File: src/rtl/cfg_pkg.sv
// Shared types and constants for the FSIC configuration AXI-Lite scheduler.
package cfg_pkg;

  typedef enum logic [2:0] {
    IDLE    = 3'd0,
    WR      = 3'd1,
    RD_ADDR = 3'd2,
    RD_DATA = 3'd3,
    RESP    = 3'd4
  } state_e;

  localparam int NUM_TGT = 5;

  localparam int TGT_UP = 0;
  localparam int TGT_LA = 1;
  localparam int TGT_AA = 2;
  localparam int TGT_IS = 3;
  localparam int TGT_AS = 4;

  localparam logic [19:0] PAGE_UP = 20'h30000;
  localparam logic [19:0] PAGE_LA = 20'h30001;
  localparam logic [19:0] PAGE_AA = 20'h30002;
  localparam logic [19:0] PAGE_IS = 20'h30003;
  localparam logic [19:0] PAGE_AS = 20'h30004;

  localparam logic [31:0] ERR_RDATA = 32'hFFFF_FFFF;

  // Maps a 4 KB page number to a one-hot target enable; zero means no target.
  function automatic logic [NUM_TGT-1:0] decode_tgt(input logic [19:0] page);
    logic [NUM_TGT-1:0] en;
    en = 5'b00000;
    case (page)
      PAGE_UP: en[TGT_UP] = 1'b1;
      PAGE_LA: en[TGT_LA] = 1'b1;
      PAGE_AA: en[TGT_AA] = 1'b1;
      PAGE_IS: en[TGT_IS] = 1'b1;
      PAGE_AS: en[TGT_AS] = 1'b1;
      default: en = 5'b00000;
    endcase
    return en;
  endfunction

endpackage

File: src/rtl/cfg_rr_arb2.sv
// Two-way round-robin arbiter; on a tie the port that did not win last time is granted.
module cfg_rr_arb2
  import cfg_pkg::*;
(
  input  logic       clk,
  input  logic       rst,
  input  logic       en,
  input  logic [1:0] req,
  output logic [1:0] grant
);

  logic last_grant_q;
  logic last_grant_d;
  logic [1:0] grant_s;

  // Grant selection and last-winner update on every accept
  always_comb begin
    grant_s      = 2'b00;
    last_grant_d = last_grant_q;
    if (en) begin
      case (req)
        2'b01:   grant_s = 2'b01;
        2'b10:   grant_s = 2'b10;
        2'b11:   grant_s = last_grant_q ? 2'b01 : 2'b10;
        default: grant_s = 2'b00;
      endcase
    end else begin
      grant_s = 2'b00;
    end
    if (grant_s != 2'b00) begin
      last_grant_d = grant_s[1];
    end else begin
      last_grant_d = last_grant_q;
    end
  end

  // Reset to port 1 so that port 0 wins the first tie
  always_ff @(posedge clk or posedge rst) begin
    if (rst) begin
      last_grant_q <= 1'b1;
    end else begin
      last_grant_q <= last_grant_d;
    end
  end

  assign grant = grant_s;

endmodule

File: src/rtl/cfg_axil_sched.sv
// Shares one AXI-Lite config master between two requesters, one transaction at a time,
// with target window decode and per-phase timeout.
module cfg_axil_sched
  import cfg_pkg::*;
#(
  parameter int pADDR_WIDTH = 15,
  parameter int pDATA_WIDTH = 32,
  parameter int pTIMEOUT    = 255
) (
  input  logic                     axi_clk,
  input  logic                     axi_rst,
  input  logic [1:0]               req_valid,
  input  logic [1:0]               req_we,
  input  logic [31:0]              req_addr0,
  input  logic [31:0]              req_addr1,
  input  logic [pDATA_WIDTH-1:0]   req_wdata0,
  input  logic [pDATA_WIDTH-1:0]   req_wdata1,
  input  logic [pDATA_WIDTH/8-1:0] req_wstrb0,
  input  logic [pDATA_WIDTH/8-1:0] req_wstrb1,
  output logic [1:0]               req_ready,
  output logic [1:0]               rsp_valid,
  output logic [pDATA_WIDTH-1:0]   rsp_rdata,
  output logic                     rsp_err,
  output logic                     axi_awvalid,
  output logic [pADDR_WIDTH-1:0]   axi_awaddr,
  input  logic                     axi_awready,
  output logic                     axi_wvalid,
  output logic [pDATA_WIDTH-1:0]   axi_wdata,
  output logic [pDATA_WIDTH/8-1:0] axi_wstrb,
  input  logic                     axi_wready,
  output logic                     axi_arvalid,
  output logic [pADDR_WIDTH-1:0]   axi_araddr,
  input  logic                     axi_arready,
  input  logic                     axi_rvalid,
  input  logic [pDATA_WIDTH-1:0]   axi_rdata,
  output logic                     axi_rready,
  output logic [NUM_TGT-1:0]       tgt_en
);

  localparam logic [7:0] TMO_LIMIT = 8'(pTIMEOUT);
  localparam logic [pDATA_WIDTH-1:0] ERR_DATA = {pDATA_WIDTH{1'b1}};
  localparam logic [pDATA_WIDTH-1:0] ZERO_DATA = {pDATA_WIDTH{1'b0}};

  state_e state_q, state_d;
  logic                     port_q, port_d;
  logic [pADDR_WIDTH-1:0]   addr_q, addr_d;
  logic [pDATA_WIDTH-1:0]   wdata_q, wdata_d;
  logic [pDATA_WIDTH/8-1:0] wstrb_q, wstrb_d;
  logic [NUM_TGT-1:0]       tgt_en_q, tgt_en_d;
  logic                     awvalid_q, awvalid_d;
  logic                     wvalid_q, wvalid_d;
  logic                     arvalid_q, arvalid_d;
  logic                     rready_q, rready_d;
  logic                     aw_done_q, aw_done_d;
  logic                     w_done_q, w_done_d;
  logic [7:0]               tmo_q, tmo_d;
  logic [1:0]               rsp_valid_q, rsp_valid_d;
  logic [pDATA_WIDTH-1:0]   rsp_rdata_q, rsp_rdata_d;
  logic                     rsp_err_q, rsp_err_d;

  logic [1:0]               grant_s;
  logic                     sel_port_s;
  logic                     sel_we_s;
  logic [31:0]              sel_addr_s;
  logic [NUM_TGT-1:0]       sel_tgt_s;
  logic [1:0]               port_oh_s;
  logic [7:0]               tmo_inc_s;
  logic                     tmo_hit_s;
  logic                     aw_done_n_s;
  logic                     w_done_n_s;

  cfg_rr_arb2 u_arb (
    .clk   (axi_clk),
    .rst   (axi_rst),
    .en    (state_q == IDLE),
    .req   (req_valid),
    .grant (grant_s)
  );

  assign sel_port_s  = grant_s[1];
  assign sel_we_s    = sel_port_s ? req_we[1] : req_we[0];
  assign sel_addr_s  = sel_port_s ? req_addr1 : req_addr0;
  assign sel_tgt_s   = decode_tgt(sel_addr_s[31:12]);
  assign port_oh_s   = {port_q, ~port_q};
  assign tmo_inc_s   = tmo_q + 8'd1;
  assign tmo_hit_s   = (tmo_inc_s == TMO_LIMIT);
  assign aw_done_n_s = aw_done_q | (awvalid_q & axi_awready);
  assign w_done_n_s  = w_done_q | (wvalid_q & axi_wready);

  // Transaction sequencing: next state, channel handshakes and response capture
  always_comb begin
    state_d     = state_q;
    port_d      = port_q;
    addr_d      = addr_q;
    wdata_d     = wdata_q;
    wstrb_d     = wstrb_q;
    tgt_en_d    = tgt_en_q;
    awvalid_d   = awvalid_q;
    wvalid_d    = wvalid_q;
    arvalid_d   = arvalid_q;
    rready_d    = rready_q;
    aw_done_d   = aw_done_q;
    w_done_d    = w_done_q;
    tmo_d       = tmo_q;
    rsp_valid_d = 2'b00;
    rsp_rdata_d = rsp_rdata_q;
    rsp_err_d   = rsp_err_q;

    case (state_q)
      IDLE: begin
        if (grant_s != 2'b00) begin
          port_d    = sel_port_s;
          addr_d    = sel_addr_s[pADDR_WIDTH-1:0];
          wdata_d   = sel_port_s ? req_wdata1 : req_wdata0;
          wstrb_d   = sel_port_s ? req_wstrb1 : req_wstrb0;
          tgt_en_d  = sel_tgt_s;
          tmo_d     = 8'd0;
          aw_done_d = 1'b0;
          w_done_d  = 1'b0;
          if (sel_tgt_s == 5'b00000) begin
            state_d     = RESP;
            rsp_valid_d = grant_s;
            rsp_err_d   = 1'b1;
            rsp_rdata_d = sel_we_s ? ZERO_DATA : ERR_DATA;
          end else if (sel_we_s) begin
            state_d   = WR;
            awvalid_d = 1'b1;
            wvalid_d  = 1'b1;
          end else begin
            state_d   = RD_ADDR;
            arvalid_d = 1'b1;
          end
        end else begin
          state_d = IDLE;
        end
      end
      WR: begin
        awvalid_d = awvalid_q & ~axi_awready;
        wvalid_d  = wvalid_q & ~axi_wready;
        aw_done_d = aw_done_n_s;
        w_done_d  = w_done_n_s;
        if (aw_done_n_s && w_done_n_s) begin
          state_d     = RESP;
          tmo_d       = 8'd0;
          rsp_valid_d = port_oh_s;
          rsp_err_d   = 1'b0;
          rsp_rdata_d = ZERO_DATA;
        end else if (tmo_hit_s) begin
          state_d     = RESP;
          tmo_d       = 8'd0;
          awvalid_d   = 1'b0;
          wvalid_d    = 1'b0;
          rsp_valid_d = port_oh_s;
          rsp_err_d   = 1'b1;
          rsp_rdata_d = ERR_DATA;
        end else begin
          tmo_d = tmo_inc_s;
        end
      end
      RD_ADDR: begin
        if (axi_arready) begin
          state_d   = RD_DATA;
          arvalid_d = 1'b0;
          rready_d  = 1'b1;
          tmo_d     = 8'd0;
        end else if (tmo_hit_s) begin
          state_d     = RESP;
          arvalid_d   = 1'b0;
          tmo_d       = 8'd0;
          rsp_valid_d = port_oh_s;
          rsp_err_d   = 1'b1;
          rsp_rdata_d = ERR_DATA;
        end else begin
          tmo_d = tmo_inc_s;
        end
      end
      RD_DATA: begin
        if (axi_rvalid) begin
          state_d     = RESP;
          rready_d    = 1'b0;
          tmo_d       = 8'd0;
          rsp_valid_d = port_oh_s;
          rsp_err_d   = 1'b0;
          rsp_rdata_d = axi_rdata;
        end else if (tmo_hit_s) begin
          state_d     = RESP;
          rready_d    = 1'b0;
          tmo_d       = 8'd0;
          rsp_valid_d = port_oh_s;
          rsp_err_d   = 1'b1;
          rsp_rdata_d = ERR_DATA;
        end else begin
          tmo_d = tmo_inc_s;
        end
      end
      RESP: begin
        state_d     = IDLE;
        tgt_en_d    = 5'b00000;
        rsp_rdata_d = ZERO_DATA;
        rsp_err_d   = 1'b0;
      end
      default: begin
        state_d   = IDLE;
        awvalid_d = 1'b0;
        wvalid_d  = 1'b0;
        arvalid_d = 1'b0;
        rready_d  = 1'b0;
        tgt_en_d  = 5'b00000;
      end
    endcase
  end

  // State and output registers; reset drops every valid immediately
  always_ff @(posedge axi_clk or posedge axi_rst) begin
    if (axi_rst) begin
      state_q     <= IDLE;
      port_q      <= 1'b0;
      addr_q      <= '0;
      wdata_q     <= '0;
      wstrb_q     <= '0;
      tgt_en_q    <= 5'b00000;
      awvalid_q   <= 1'b0;
      wvalid_q    <= 1'b0;
      arvalid_q   <= 1'b0;
      rready_q    <= 1'b0;
      aw_done_q   <= 1'b0;
      w_done_q    <= 1'b0;
      tmo_q       <= 8'd0;
      rsp_valid_q <= 2'b00;
      rsp_rdata_q <= '0;
      rsp_err_q   <= 1'b0;
    end else begin
      state_q     <= state_d;
      port_q      <= port_d;
      addr_q      <= addr_d;
      wdata_q     <= wdata_d;
      wstrb_q     <= wstrb_d;
      tgt_en_q    <= tgt_en_d;
      awvalid_q   <= awvalid_d;
      wvalid_q    <= wvalid_d;
      arvalid_q   <= arvalid_d;
      rready_q    <= rready_d;
      aw_done_q   <= aw_done_d;
      w_done_q    <= w_done_d;
      tmo_q       <= tmo_d;
      rsp_valid_q <= rsp_valid_d;
      rsp_rdata_q <= rsp_rdata_d;
      rsp_err_q   <= rsp_err_d;
    end
  end

  assign req_ready   = grant_s;
  assign rsp_valid   = rsp_valid_q;
  assign rsp_rdata   = rsp_rdata_q;
  assign rsp_err     = rsp_err_q;
  assign axi_awvalid = awvalid_q;
  assign axi_awaddr  = addr_q;
  assign axi_wvalid  = wvalid_q;
  assign axi_wdata   = wdata_q;
  assign axi_wstrb   = wstrb_q;
  assign axi_arvalid = arvalid_q;
  assign axi_araddr  = addr_q;
  assign axi_rready  = rready_q;
  assign tgt_en      = tgt_en_q;

endmodule

File: config.mk
export PLATFORM = sky130hd
export DESIGN_NAME = cfg_axil_sched
export DESIGN_NICKNAME = d
export VERILOG_FILES = /design/src/rtl/cfg_pkg.sv /design/src/rtl/cfg_rr_arb2.sv /design/src/rtl/cfg_axil_sched.sv
export SDC_FILE = /design/constraint.sdc
export NUM_CORES = 1
export LEC_CHECK = 0
export BUFFER_PORTS_ARGS = -buffer_cell sky130_fd_sc_hd__buf_2
export CORE_MARGIN = 2
export CORE_UTILIZATION = 46
export CTS_CLUSTER_DIAMETER = 120
export DETAILED_ROUTE_END_ITERATION = 8
export GPL_ROUTABILITY_DRIVEN = 0
export HOLD_SLACK_MARGIN = 0.02
export PLACE_DENSITY = 0.81
export SYNTH_ARGS = -nofsm -noshare
export SYNTH_HDL_FRONTEND = slang
export SYNTH_SLANG_ARGS = --single-unit
export TNS_END_PERCENT = 20
File: constraint.sdc
create_clock -name axi_clk -period 4.6 [get_ports axi_clk]
set_clock_uncertainty 0.2 [all_clocks]
set_input_delay 0.69 -clock axi_clk [delete_from_list [all_inputs] [get_ports axi_clk]]
set_output_delay 0.69 -clock axi_clk [all_outputs]
set_load 0.02 [all_outputs]
==> Word level (Yosys, flattened, before mapping) <==
Cells that the tools add are included.
{ "op_classes": {"add_sub_neg": 1, "eq_ne": 22, "muxes": 71, "bitwise": 13, "n_reduce_logical": 19} }
{ "op_table": {"columns": ["op", "n"], "rows": [
  ["$mux 32", 9],
  ["$pmux 32 s5", 1],
  ["$eq 20x18->1 const B", 5],
  ["$mux 8", 5],
  ["$pmux 8 s4", 1],
  ["$mux 1", 27],
  ["$mux 2", 9],
  ["$mux 3", 6],
  ["$ne 2x2->1 const B", 7],
  ["$pmux 1 s3", 4],
  ["$pmux 3 s4", 1],
  ["$reduce_or 3->1", 4],
  ["$pmux 5 s2", 1],
  ["$add 8x1->8 const B", 1],
  ["$eq 8x8->1 const B", 1],
  ["$pmux 2 s4", 1],
  ["$reduce_and 2->1", 4],
  ["$reduce_and 4->1", 2],
  ["$not 1->1", 7],
  ["$eq 3x2->1 const B", 2],
  ["$ne 3x3->1 const B", 2],
  ["$pmux 2 s3", 1],
  ["$logic_not 5->1", 1],
  ["$mux 5", 1],
  ["other kinds (16)", 23]
]} }
{ "totals": {"register_bits": 110, "input_bits": 178, "output_inout_bits": 112, "elab_cells": 143} }

==> Logic depth before layout (Yosys ltp) <==
Gate-level depths: netlist of the first run.
{ "logic_depth": {"ltp_word": 10, "depth_mapped": 10, "mapped_depth_nobuf": 8} }

==> Cells and area by module <==
Synthesis of the first run repeated with hierarchy kept, for this count alone.
{ "hier_totals": {"hier_cells": 623, "area_unflattened_um2": 6095.8} }
{ "by_module_without_submodules": {"columns": ["mod", "instances", "cells_each", "area_per_inst_um2", "seq_area_each_um2"], "rows": [
  ["cfg_axil_sched", 1, 614, 6029.5, 2727.6],
  ["cfg_rr_arb2", 1, 9, 66.3, 26.3]
]} }

==> Worst setup path after synthesis of the first run <==
No wires, ideal clock.
{ "synth_path": {"kind": "input to register", "start": "input port req_valid[1]", "end": "register rsp_rdata_q[1], in the netlist rsp_rdata[1]", "setup_ns": 0.136, "arrival_time_ns": 2.108, "required_ns": 4.264, "slack_ns": 2.156, "stages": 9, "path_buffers": 2, "cell_sequence": "a21boi_2 -> nand2_4 -> inv_2 -> o211a_2 -> a22oi_4 -> and2_1 -> buf_2 -> buf_6 -> a31oi_2"} }
{ "synth_between": {"elab_chain_cells": 9, "word_cells_on_any_way": 26, "classes_between": "eq/ne (10); mux (13); reduce/logical (3)"} }
{ "synth_rtl": {"columns": ["item", "line_no", "rtl"], "rows": [
  ["from (decl)", "cfg_axil_sched.sv:12", "input logic [1:0] req_valid,"],
  ["$eq 2x2->1 or $eq 2x1->1 (tied branches)", "cfg_rr_arb2.sv:21", "case (req)"],
  ["$pmux 2 s3 *", "cfg_rr_arb2.sv:21", null],
  ["$mux 2 *", "cfg_rr_arb2.sv:20", "if (en) begin"],
  ["net req_ready[1]", "cfg_axil_sched.sv:20", "output logic [1:0] req_ready,"],
  ["$mux 32", "cfg_axil_sched.sv:82", "assign sel_addr_s = sel_port_s ? req_addr1 : req_addr0;"],
  ["$eq 20x18->1", "cfg_pkg.sv:32", "case (page)"],
  ["$mux 1", "cfg_pkg.sv:32", null],
  ["$logic_not 5->1", "cfg_axil_sched.sv:120", "if (sel_tgt_s == 5'b00000) begin"],
  ["$ne 2x2->1 (no line)", null, null],
  ["$reduce_and 4->1 (no line)", null, null],
  ["to (signal assigned)", "cfg_axil_sched.sv:247", "rsp_rdata_q <= rsp_rdata_d;"],
  ["to (decl)", "cfg_axil_sched.sv:58", "logic [pDATA_WIDTH-1:0] rsp_rdata_q, rsp_rdata_d;"]
]} }
Mark *: on every way through the listed nets, which the timed path passes. The rest lies on a longest branch. The select of a mux whose other input is x is not followed.
A chain may end at the register's enable or synchronous reset.

==> Final worst setup path of the first run <==
{ "layout_path": {"start": "register tmo_q[0]", "end": "register rsp_rdata_q[17], in the netlist rsp_rdata[17]"} }
{ "layout_between": {"elab_chain_cells": 5, "word_cells_on_any_way": 7, "classes_between": "add/sub (1); eq/ne (1); mux (5)"} }
{ "layout_rtl": {"columns": ["item", "line_no", "rtl"], "rows": [
  ["from (decl)", "cfg_axil_sched.sv:56", "logic [7:0] tmo_q, tmo_d;"],
  ["from (signal assigned)", "cfg_axil_sched.sv:245", "tmo_q <= tmo_d;"],
  ["$add 8x1->8 *", "cfg_axil_sched.sv:85", "assign tmo_inc_s = tmo_q + 8'd1;"],
  ["$eq 8x8->1 *", "cfg_axil_sched.sv:86", "assign tmo_hit_s = (tmo_inc_s == TMO_LIMIT);"],
  ["$mux 32 *", null, null],
  ["$mux 32, on equally long branches", null, null],
  ["$pmux 32 s5 *", null, null]
]} }
Mark *: on every way between the ends. The rest lies on a longest branch, timed or not. The select of a mux whose other input is x is not followed.

==> results of run 1 <==
==> cells by family (layout without fill, tap and decap cells) <==
kind of cell / count (synthesis) / after routing / synth area share
fa+ha+maj: 2 / 2 / 0.00435
simple gates: 277 / 277 / 0.207
compound gates: 194 / 194 / 0.238
xor+xnor: 3 / 3 / 0.00457
buf+inv: 74 / 325 / 0.0639
flops: 110 / 110 / 0.479
other cells: 0 / 1 / 0
mux: 2 / 2 / 0.00348
==> worst max-delay path: stages, from the launching register on <==
cell and delay (ns):
dfrtp_1 0.40, ha_1 0.24, nand3_1 0.16, o21a_1 0.25, o2111a_1 0.53, a21oi_1 0.86, a21boi_0 0.22, a2bb2oi_1 0.18
==> power groups by stage <==
stage	sequential [uW]	clock, uW	combinational, uW
after detailed placement	1300	0	1100
final	1300	770	1090
after CTS	1290	786	1100
after global routing	1320	821	1190
after global placement	1310	0	1080
after floorplan	1530	0	506
==> final timing paths <==
| kind | start | end | cells past startpoint |
|---|---|---|---|
| worst max-delay path | tmo_q[0]$_DFFE_PP0P_ | rsp_rdata[17]$_DFFE_PP0P_ | 7 |
| worst min-delay path | axi_rst | axi_araddr[0]$_DFFE_PP0P_ | 2 |
| worst max register to register | tmo_q[0]$_DFFE_PP0P_ | rsp_rdata[17]$_DFFE_PP0P_ | 7 |
| worst min register to register | port_q$_DFFE_PP0P_ | rsp_valid[0]$_DFF_PP0_ | 1 |
| max in group asynchronous | axi_rst | axi_wdata[23]$_DFFE_PP0P_ | 3 |
| min in group axi_clk | port_q$_DFFE_PP0P_ | rsp_valid[0]$_DFF_PP0_ | 1 |
==> state kept, by name, summed over array words and instances (netlist names) <==
| register | cells |
|---|---|
| state_q | 3 |
| axi_wstrb | 4 |
| port_q | 1 |
| tmo_q | 8 |
| rsp_valid | 2 |
| w_done_q | 1 |
| axi_wvalid | 1 |
| rsp_rdata | 32 |
| axi_araddr | 15 |
| axi_awvalid | 1 |
| aw_done_q | 1 |
| axi_wdata | 32 |
| rsp_err | 1 |
| tgt_en | 5 |
| u_arb.last_grant_q | 1 |
| axi_arvalid | 1 |
| axi_rready | 1 |
==> metrics by stage <==
stage	total power, uW	cell area [um2]	utilization	instances
5_1_grt	3330	7450	0.615	1082
2_1_floorplan	2030	5750	-	662
6_report	3150	7450	0.615	1082
4_1_cts	3180	7450	0.615	1081
3_3_place_gp	2390	7160	0.591	1065
3_5_place_dp	2400	7160	0.591	1065
==> Yosys cell counts, types with 7 or more instances <==
master	count	area share
a21boi_1	10	0.013
a2bb2oi_1	13	0.020
a21oi_1	31	0.027
clkbuf_1	29	0.019
nand3_1	25	0.022
nand2_1	144	0.094
nand2b_1	9	0.0098
o211ai_1	17	0.022
nor2_1	67	0.044
nor3_1	7	0.0061
a31oi_2	10	0.022
buf_4	15	0.020
o21ai_0	18	0.016
inv_1	11	0.0072
dfrtp_1	109	0.47
buf_2	15	0.013
a31oi_1	56	0.061
==> layout make-up <==
cell class | instances | area (um2) | share of cell area
Inverter | 13 | 51.3 | 0.00688
Timing Repair Buffer | 296 | 1500 | 0.201
Antenna cell | 1 | 2.50 | 0.000336
Tap cell | 168 | 210 | 0.0282
Clock inverter | 6 | 51.3 | 0.00688
Clock buffer | 10 | 239 | 0.0321
Multi-Input combinational cell | 478 | 2640 | 0.355
Sequential cell | 110 | 2750 | 0.370
==> layer usage <==
metal / track usage / share of wire
met1: 0.330 / 0.42
met2: 0.406 / 0.47
met3: 0.0643 / 0.076
met4: 0.0960 / 0.025
met5: 0 / 0
==> results.yml, run 1 <==
critical_path:
  criticalPathCategory: "flop to flop"
  cp-start-kind: "flop"
  endpoint_kind: "flop"
  rrSetupSlack_ns: 1.42
  required_ns: 4.62
  crit_arrival_ns: 3.20
  crit_fanout: 23
detailed_routing:
  antenna_left: 0
  wl_um: 16800
  wl_per_cell_um: 15.6
  dr.pass1.iters: 5
  drc_errors: 0
  vias_per_cell: 5.37
  drt_iter0_drc: 384
  vias: 5805
global_route:
  grtUsageTotal: 0.252
  antenna_found_initial: 1
  gr-total-overflow: 0
  grt_max_degree: 105
  grt_first_pass_wirelength_um: 26900
  grt_pass1_vias: 5612
finish:
  nets: 1088
  area_growth_pct: 29.5
  final_common_cell: "buf_2"
  fillCellCount: 1109
  layout_common_cells: "buf_2 (289), nand2_1 (144), dfrtp_1 (109)"
  drive_gt1_frac: 0.366
die:
  core-area_mm2: 0.0121
  die_h_um: 116
  rows: 40
  die-area_mm2: 0.0134
  start_util: 0.475
  die_w_um: 116
  ios: 290
pwr:
  power.share.sequential: 0.411
  clockPowerShare: 0.244
  p_int_uw: 1950
  p_leak_uw: 0.00381
  swShare: 0.383
  pwr-share-comb: 0.345
  p_per_area_mw_per_mm2: 423
  power_switching_uw: 1210
  ir_worst_vdd_mv: 0.267
clocking:
  cts_tree: "yes"
  cts.htree.levels: 3
  clock_path_buffers: 2
  cts_resized: 0
  clock-root-buffer: "clkbuf_16"
  clkSinkCount: 110
  cts_hold_buf: 0
  cts_setup_buffers: 0
  cts.clk_slew.worst_paths_ns: 0.08
  cts_buffers: 9
  clock_latency_ns: 0.35
logic_synthesis:
  ys_warn_count: 0
  synthArstFlopShare: 1.00
  synth_edf_count: 0
  avgSynthCellArea_um2: 8.69
  synth_cell_types: 59
  synthesis.nets: 842
  ys_ff_latch: 110
  synthFlopType: "dfrtp_1"
  synth_seq_area_share: 0.479
  syn_area_mm2: 0.00575
  synth_cells: 662
sta:
  rsz0062_at_grt: "no"
  tns_ns: 0
  setup_viol: 0
  slew_headroom: 0.348
  hold_slack_ns: 0.203
  final.setup.worst_slack_ns: 1.42
  final_max_slew_viol_count: 0
  fin_crit_sh: 0.691
  tightest_slew_ns: 0.979
  finalCriticalPeriod_ns: 3.18
  hold_viol_final: 0
  fmax_ghz: 0.315
placed_design:
  io_buffers: 289
  place_hpwl_um: 12300
  place_ws_ns: 1.48
min_path:
  hold_class: "input pin to async pin"
job:
  cap_viol_max_count: 0
run_status:
  status: "complete, no violations"
No activity file was read; power rests on OpenSTA's default activity.
==> run 2, diff against run 1 <==
--- a/config.mk
+++ b/config.mk
@@ -7,12 +7,12 @@
 export LEC_CHECK = 0
 export BUFFER_PORTS_ARGS = -buffer_cell sky130_fd_sc_hd__buf_2
 export CORE_MARGIN = 2
-export CORE_UTILIZATION = 46
+export CORE_UTILIZATION = 42
 export CTS_CLUSTER_DIAMETER = 120
 export DETAILED_ROUTE_END_ITERATION = 8
 export GPL_ROUTABILITY_DRIVEN = 0
 export HOLD_SLACK_MARGIN = 0.02
-export PLACE_DENSITY = 0.81
+export PLACE_DENSITY = 0.78
 export SYNTH_ARGS = -nofsm -noshare
 export SYNTH_HDL_FRONTEND = slang
 export SYNTH_SLANG_ARGS = --single-unit
==> constraint.sdc (replaced) <==
create_clock -name axi_clk -period 2.8 [get_ports axi_clk]
set_clock_uncertainty 0.2 [all_clocks]
set_input_delay 0.42 -clock axi_clk [delete_from_list [all_inputs] [get_ports axi_clk]]
set_output_delay 0.42 -clock axi_clk [all_outputs]
set_load 0.02 [all_outputs]
==> run 2 against run 1 <==
Against the previous run:
- cell area increased by 2.6%
- clock-buffer cell count unchanged
- via count decreased by 0.22%
- sequential power increased by 64%
- first-iteration DRC count decreased by 37%
- hold slack got worse by 0.094 ns
- routed wire length increased by 4.9%
- register-to-register slack got worse by 1.1 ns
- global-route usage decreased by 1.2 points
- combinational power increased by 67%
- flip-flop and latch count unchanged
- critical path depth decreased by 3
==> results.yml, run 2 (synthesis gave the netlist of run 1 again) <==
sta:
  slew_headroom: 0.507
  final.setup.worst_slack_ns: 0.284
  tightest_slew_ns: 0.739
  setup_viol: 0
  rsz0062_at_grt: "no"
  hold_slack_ns: 0.109
  final_max_slew_viol_count: 0
  finalCriticalPeriod_ns: 2.52
  fmax_ghz: 0.398
  tns_ns: 0
  fin_crit_sh: 0.898
  hold_viol_final: 0
clocking:
  cts.htree.levels: 3
  cts_buffers: 9
  clkSinkCount: 110
  clock_path_buffers: 2
  cts_setup_buffers: 0
  cts_tree: "yes"
  cts.clk_slew.worst_paths_ns: 0.08
  clock-root-buffer: "clkbuf_16"
  clock_latency_ns: 0.35
global_route:
  grt_pass1_vias: 5605
  grtUsageTotal: 0.240
  antenna_found_initial: 1
  grt_max_degree: 80
  grt_first_pass_wirelength_um: 27900
  gr-total-overflow: 0
min_path:
  hold_class: "input pin to flop"
  hold_depth: 3
die:
  core-area_mm2: 0.0133
  start_util: 0.433
  ios: 290
  die-area_mm2: 0.0147
  die_w_um: 121
  rows: 42
  die_h_um: 121
detailed_routing:
  wl_um: 17600
  vias_per_cell: 5.25
  vias: 5792
  dr.pass1.iters: 5
  drc_errors: 0
  wl_per_cell_um: 16.0
  drt_iter0_drc: 242
  antenna_left: 0
critical_path:
  cp-start-kind: "flop"
  crit_fanout: 18
  rr_worst_depth: 9
  cpMaxStageDelayCell: "dfrtp_1"
  crit_chain: "nor3_4, nand3_2, clkinv_1, buf_2"
  cpPeakStageDelay_ns: 0.41
  crit_arrival_ns: 1.90
  criticalPathCategory: "flop to output port"
  required_ns: 2.18
  endpoint_kind: "output port"
placed_design:
  place_hpwl_um: 13300
  dpl_cell_area_mm2: 0.00731
  io_buffers: 289
  dp.cells: 1087
  place_ws_ns: 0.284
finish:
  drive_gt1_frac: 0.374
  nets: 1103
  layoutNonFillerInstCount: 1104
  layout_common_cells: "buf_2 (289), nand2_1 (144), dfrtp_1 (109)"
  final_common_cell: "buf_2"
  fillCellCount: 1253
  area_growth_pct: 32.9
  antenna_cells: 0
  stdcell_area_mm2: 0.00764
job:
  cap_viol_max_count: 0
pwr:
  p_leak_uw: 0.00391
  ir_worst_vdd_mv: 0.412
  p_per_area_mw_per_mm2: 699
run_status:
  status: "complete, no violations"
[run 2: cell types whose count changed in the layout (fill, tap and decap cells not counted), sizes merged]
| cell | change |
|---|---|
| clkinvlp | +1 |
| dlygate4sd3 | +1 |
| inv | -3 |
| buf | +14 |
| bufinv | +2 |
| diode | -1 |
[run 2: metrics by stage]
step | util | power [uW]
detailed placement | 0.550 | 3980
global route | 0.575 | 5630
floorplan | - | 3340
global placement | 0.550 | 3950
finish | 0.575 | 5340
CTS | 0.575 | 5380
[run 2: path summary, 6_finish.rpt]
path	end	from	slack, ns
max in group asynchronous	rsp_rdata[22]$_DFFE_PP0P_	axi_rst	1.23
worst max-delay path	req_ready[0]	state_q[0]$_DFF_PP0_	0.28
worst min-delay path	axi_araddr[10]$_DFFE_PP0P_	req_addr0[10]	0.11
worst max register to register	rsp_rdata[11]$_DFFE_PP0P_	tmo_q[0]$_DFFE_PP0P_	0.30
min in group asynchronous	axi_wdata[25]$_DFFE_PP0P_	axi_rst	0.47
worst min register to register	rsp_valid[0]$_DFF_PP0_	port_q$_DFFE_PP0P_	0.26
[run 2: layer usage]
| layer | track usage | up-vias | part of all wire |
|---|---|---|---|
| met5 | 0 | - | 0 |
| met4 | 0.0778 | 0 | 0.018 |
| met3 | 0.0522 | 23 | 0.068 |
| met2 | 0.415 | 202 | 0.51 |
| met1 | 0.298 | 2728 | 0.40 |
| li1 | - | 2839 | - |
[run 2: area by class of cell]
class,count,area (um2),area share
clock inverters,6,93.8,0.0123
multi-input cells,478,2640,0.346
flip-flops and latches,110,2750,0.360
clock buffers,10,229,0.0300
well taps,176,220,0.0288
inverters,13,52.6,0.00687
repair buffers,311,1650,0.216
[run 2: report_power, final]
group / internal, uW / switching [uW]
Clock: 792 / 604
Combinational: 662 / 1160
Sequential: 1910 / 214
Total: 3370 / 1980
[run 2: repair_timing]
action | in CTS | in global routing
hold buffers | 1 | 0
resized for setup | 0 | 0
endpoints found under the hold margin | 20 | 0
[run 2: critical path, delay by kind of cell (launching register included)]
kind / cells / cell delay [ns]
buf+inv: 2 / 0.63
simple gates: 2 / 0.50
flops: 1 / 0.41
==> run 3, diff against run 2 <==
--- a/config.mk
+++ b/config.mk
@@ -5,14 +5,15 @@
 export SDC_FILE = /design/constraint.sdc
 export NUM_CORES = 1
 export LEC_CHECK = 0
+export ABC_AREA = 1
 export BUFFER_PORTS_ARGS = -buffer_cell sky130_fd_sc_hd__buf_2
 export CORE_MARGIN = 2
-export CORE_UTILIZATION = 42
+export CORE_UTILIZATION = 43
 export CTS_CLUSTER_DIAMETER = 120
 export DETAILED_ROUTE_END_ITERATION = 8
 export GPL_ROUTABILITY_DRIVEN = 0
 export HOLD_SLACK_MARGIN = 0.02
-export PLACE_DENSITY = 0.78
+export PLACE_DENSITY = 0.77
 export SYNTH_ARGS = -nofsm -noshare
 export SYNTH_HDL_FRONTEND = slang
 export SYNTH_SLANG_ARGS = --single-unit
==> run 3 against run 2 <==
Against the previous run:
- routed wire length is 4.3% higher
- synthesized cell count is 40% higher
- clock-buffer cell count is 3 higher
- critical path depth is 8 higher
- flip-flop and latch count stayed put
- non-clock buffer count is 4 lower
- core utilization is 0.78 points lower
- fmax hardly changed
- cell area is 8.2% higher
- register-to-register slack worse by 0.02 ns
- sequential share of layout area is 2.7 points lower
==> results.yml, run 3 <==
run_status:
  status: "complete, no violations"
critical_path:
  crit_fanout: 32
  cp-start-kind: "flop"
  rr_worst_depth: 12
  cpMaxStageDelayCell: "dfrtp_1"
  required_ns: 2.84
  r2r-end: "rsp_rdata[20]$_DFFE_PP0P_"
  criticalPathCategory: "flop to flop"
  endpoint_kind: "flop"
  crit_arrival_ns: 2.56
  cpPeakStageDelay_ns: 0.44
  rrSetupSlack_ns: 0.28
  crit_chain: "nor2_4, nand2_4, nor2_4, nand2_1, o21ai_1, nand2_2, nand2_2, nand3_4, nand2_4, inv_4, nor2_1, nor2_1"
  rr_startpoint: "state_q[0]$_DFF_PP0_"
logic_synthesis:
  muxShareOfSynthArea: 0
  synthFlopType: "dfrtp_1"
  ys_warn_count: 0
  synth_cells: 930
  yosys.area.top_type: "dfrtp_1"
  synth_seq_area_share: 0.428
  synth_top_family_by_area: "simple AND/OR/NAND/NOR gates"
  yosysMostFrequentCell: "nand2_1"
  synth_edf_count: 0
  yosys.area_share.simple: 0.365
  synth_xor_area_frac: 0.00408
  synthesis.nets: 1110
  synth_fa_ha_area_frac: 0.00389
  synth_compound_area_frac: 0.106
  synth_area_leaders: "dfrtp_1 (42%), nand2_1 (21%), nor2_1 (7.8%), a31oi_1 (4.7%), inv_1 (3.8%)"
  synthArstFlopShare: 1.00
  synth_top_area_frac: 0.424
  avgSynthCellArea_um2: 6.92
  syn_area_mm2: 0.00644
  ys_ff_latch: 110
  synth_cell_types: 39
  ys_top_cells_by_count: "nand2_1 (357), nor2_1 (134), dfrtp_1 (109)"
global_route:
  gr-total-overflow: 0
  grt_first_pass_wirelength_um: 30100
  grtUsageTotal: 0.231
  grt_max_degree: 93
  busiest_layer: "met2"
  grt_pass1_vias: 6172
  met3_usage: 0.0616
  antenna_found_initial: 6
  use_met1: 0.290
  grtUsageMet2: 0.384
sta:
  setup_viol: 0
  hold_slack_ns: 0.119
  rsz0062_at_grt: "no"
  finalCriticalPeriod_ns: 2.52
  fin_crit_sh: 0.899
  fmax_ghz: 0.397
  final.setup.worst_slack_ns: 0.282
  hold_viol_final: 0
  tightest_slew_ns: 0.604
  tns_ns: 0
  final_max_slew_viol_count: 0
  slew_headroom: 0.594
clocking:
  clock_latency_ns: 0.35
  cts_buffers: 9
  cts_tree: "yes"
  cts_resized: 0
  clock-root-buffer: "clkbuf_16"
  clkSinkCount: 110
  clock_path_buffers: 2
  cts.clk_slew.worst_paths_ns: 0.07
  cts.htree.levels: 3
detailed_routing:
  vias_per_cell: 4.85
  drc_errors: 0
  wl_um: 18400
  vias: 6718
  drt_iter0_drc: 457
  antenna_left: 0
  wl_per_cell_um: 13.3
  dr.pass1.iters: 5
die:
  start_util: 0.441
  core-area_mm2: 0.0146
  rows: 44
  ios: 290
  die_h_um: 126
  die-area_mm2: 0.0160
  die_w_um: 126
min_path:
  min_delay_worst_endpoint: "axi_wstrb[1]$_DFFE_PP0P_"
  hold_class: "input pin to flop"
  hold_start: "req_wstrb0[1]"
  hold_depth: 3
finish:
  stdcell_area_mm2: 0.00828
  drive_gt1_frac: 0.305
  final_common_cell: "nand2_1"
  layout_common_cells: "nand2_1 (357), buf_2 (289), nor2_1 (134)"
  fillCellCount: 1382
  nets: 1369
  area_growth_pct: 28.6
placed_design:
  dpl_cell_area_mm2: 0.00795
  place_hpwl_um: 14000
  io_buffers: 289
  place_ws_ns: 0.293
pwr:
  p_leak_uw: 0.00465
  ir_worst_vdd_mv: 0.606
  p_per_area_mw_per_mm2: 957
job:
  cap_viol_max_count: 0
run 3: cell types whose count changed in the layout (fill, tap and decap cells not counted), sizes merged, moves of 15 or more:
cell | before | now
a21boi | 15 | 0
a31oi | 66 | 48
inv | 12 | 70
nand2 | 145 | 365
nand3 | 25 | 41
nor2 | 67 | 155
o211ai | 17 | 1
run 3: how the worst max path moves through the flow:
stage	from	end	slack, ns	cells past startpoint
floorplan	state_q[0]$_DFF_PP0_	rsp_rdata[1]$_DFFE_PP0P_	0.69	11
global route	state_q[0]$_DFF_PP0_	rsp_rdata[20]$_DFFE_PP0P_	0.07	12
CTS	state_q[0]$_DFF_PP0_	rsp_rdata[20]$_DFFE_PP0P_	0.29	12
detailed placement	req_valid[0]	rsp_rdata[20]$_DFFE_PP0P_	0.29	13
global placement	req_valid[0]	rsp_rdata[20]$_DFFE_PP0P_	0.35	13
finish	state_q[0]$_DFF_PP0_	rsp_rdata[20]$_DFFE_PP0P_	0.28	12
run 3: area by class of cell:
type	instances	area, um2	area share
Antenna cell	6	15.0	0.00181
Clock buffer	13	260	0.0314
Clock inverter	3	45.0	0.00544
Inverter	72	277	0.0334
Multi-Input combinational cell	689	3090	0.373
Sequential cell	110	2750	0.333
Tap cell	184	230	0.0278
Timing Repair Buffer	307	1610	0.194
run 3: power breakdown:
group / internal, uW / leakage [uW] / switching, uW
clock: 744 / 0.000142 / 577
combinational: 1300 / 0.00318 / 2560
sequential: 2240 / 0.00132 / 489
total: 4290 / 0.00465 / 3630
run 3: cell families (layout without fill, tap and decap cells):
kind of cell	Yosys count	in the layout
simple gates	569	569
buf+inv	131	395
compound gates	115	115
flops	110	110
xor+xnor	3	3
fa+ha+maj	2	2
other cells	0	6
run 3: worst max-delay path, delay by kind of cell (launching register included):
family,cells,cell delay [ns]
DFF,1,0.44
buffers and inverters,1,0.19
and+or+nand+nor,10,1.37
AOI/OAI and AO/OA,1,0.18
run 3: timing repair:
item	4_1_cts	5_1_grt
hold buffers	1	0
setup buffers	0	0
endpoints found under the hold margin	18	0
run 3: metal layers:
layer  vias to the layer above  routed length, um  share of wire
met5                         -                 13        0.00071
li1                       3441                  -              -
met3                        34               1540          0.084
met1                      2997               7720           0.42
met4                         2                491          0.027
met2                       244               8630           0.47
run 3: metrics by stage:
| stage | utilization | total power (uW) | cells |
|---|---|---|---|
| 3_5_place_dp | 0.545 | 6650 | 1361 |
| 6_report | 0.567 | 7920 | 1384 |
| 5_1_grt | 0.567 | 8510 | 1381 |
| 2_1_floorplan | - | 5480 | 930 |
| 4_1_cts | 0.566 | 7980 | 1378 |
| 3_3_place_gp | 0.545 | 6570 | 1361 |
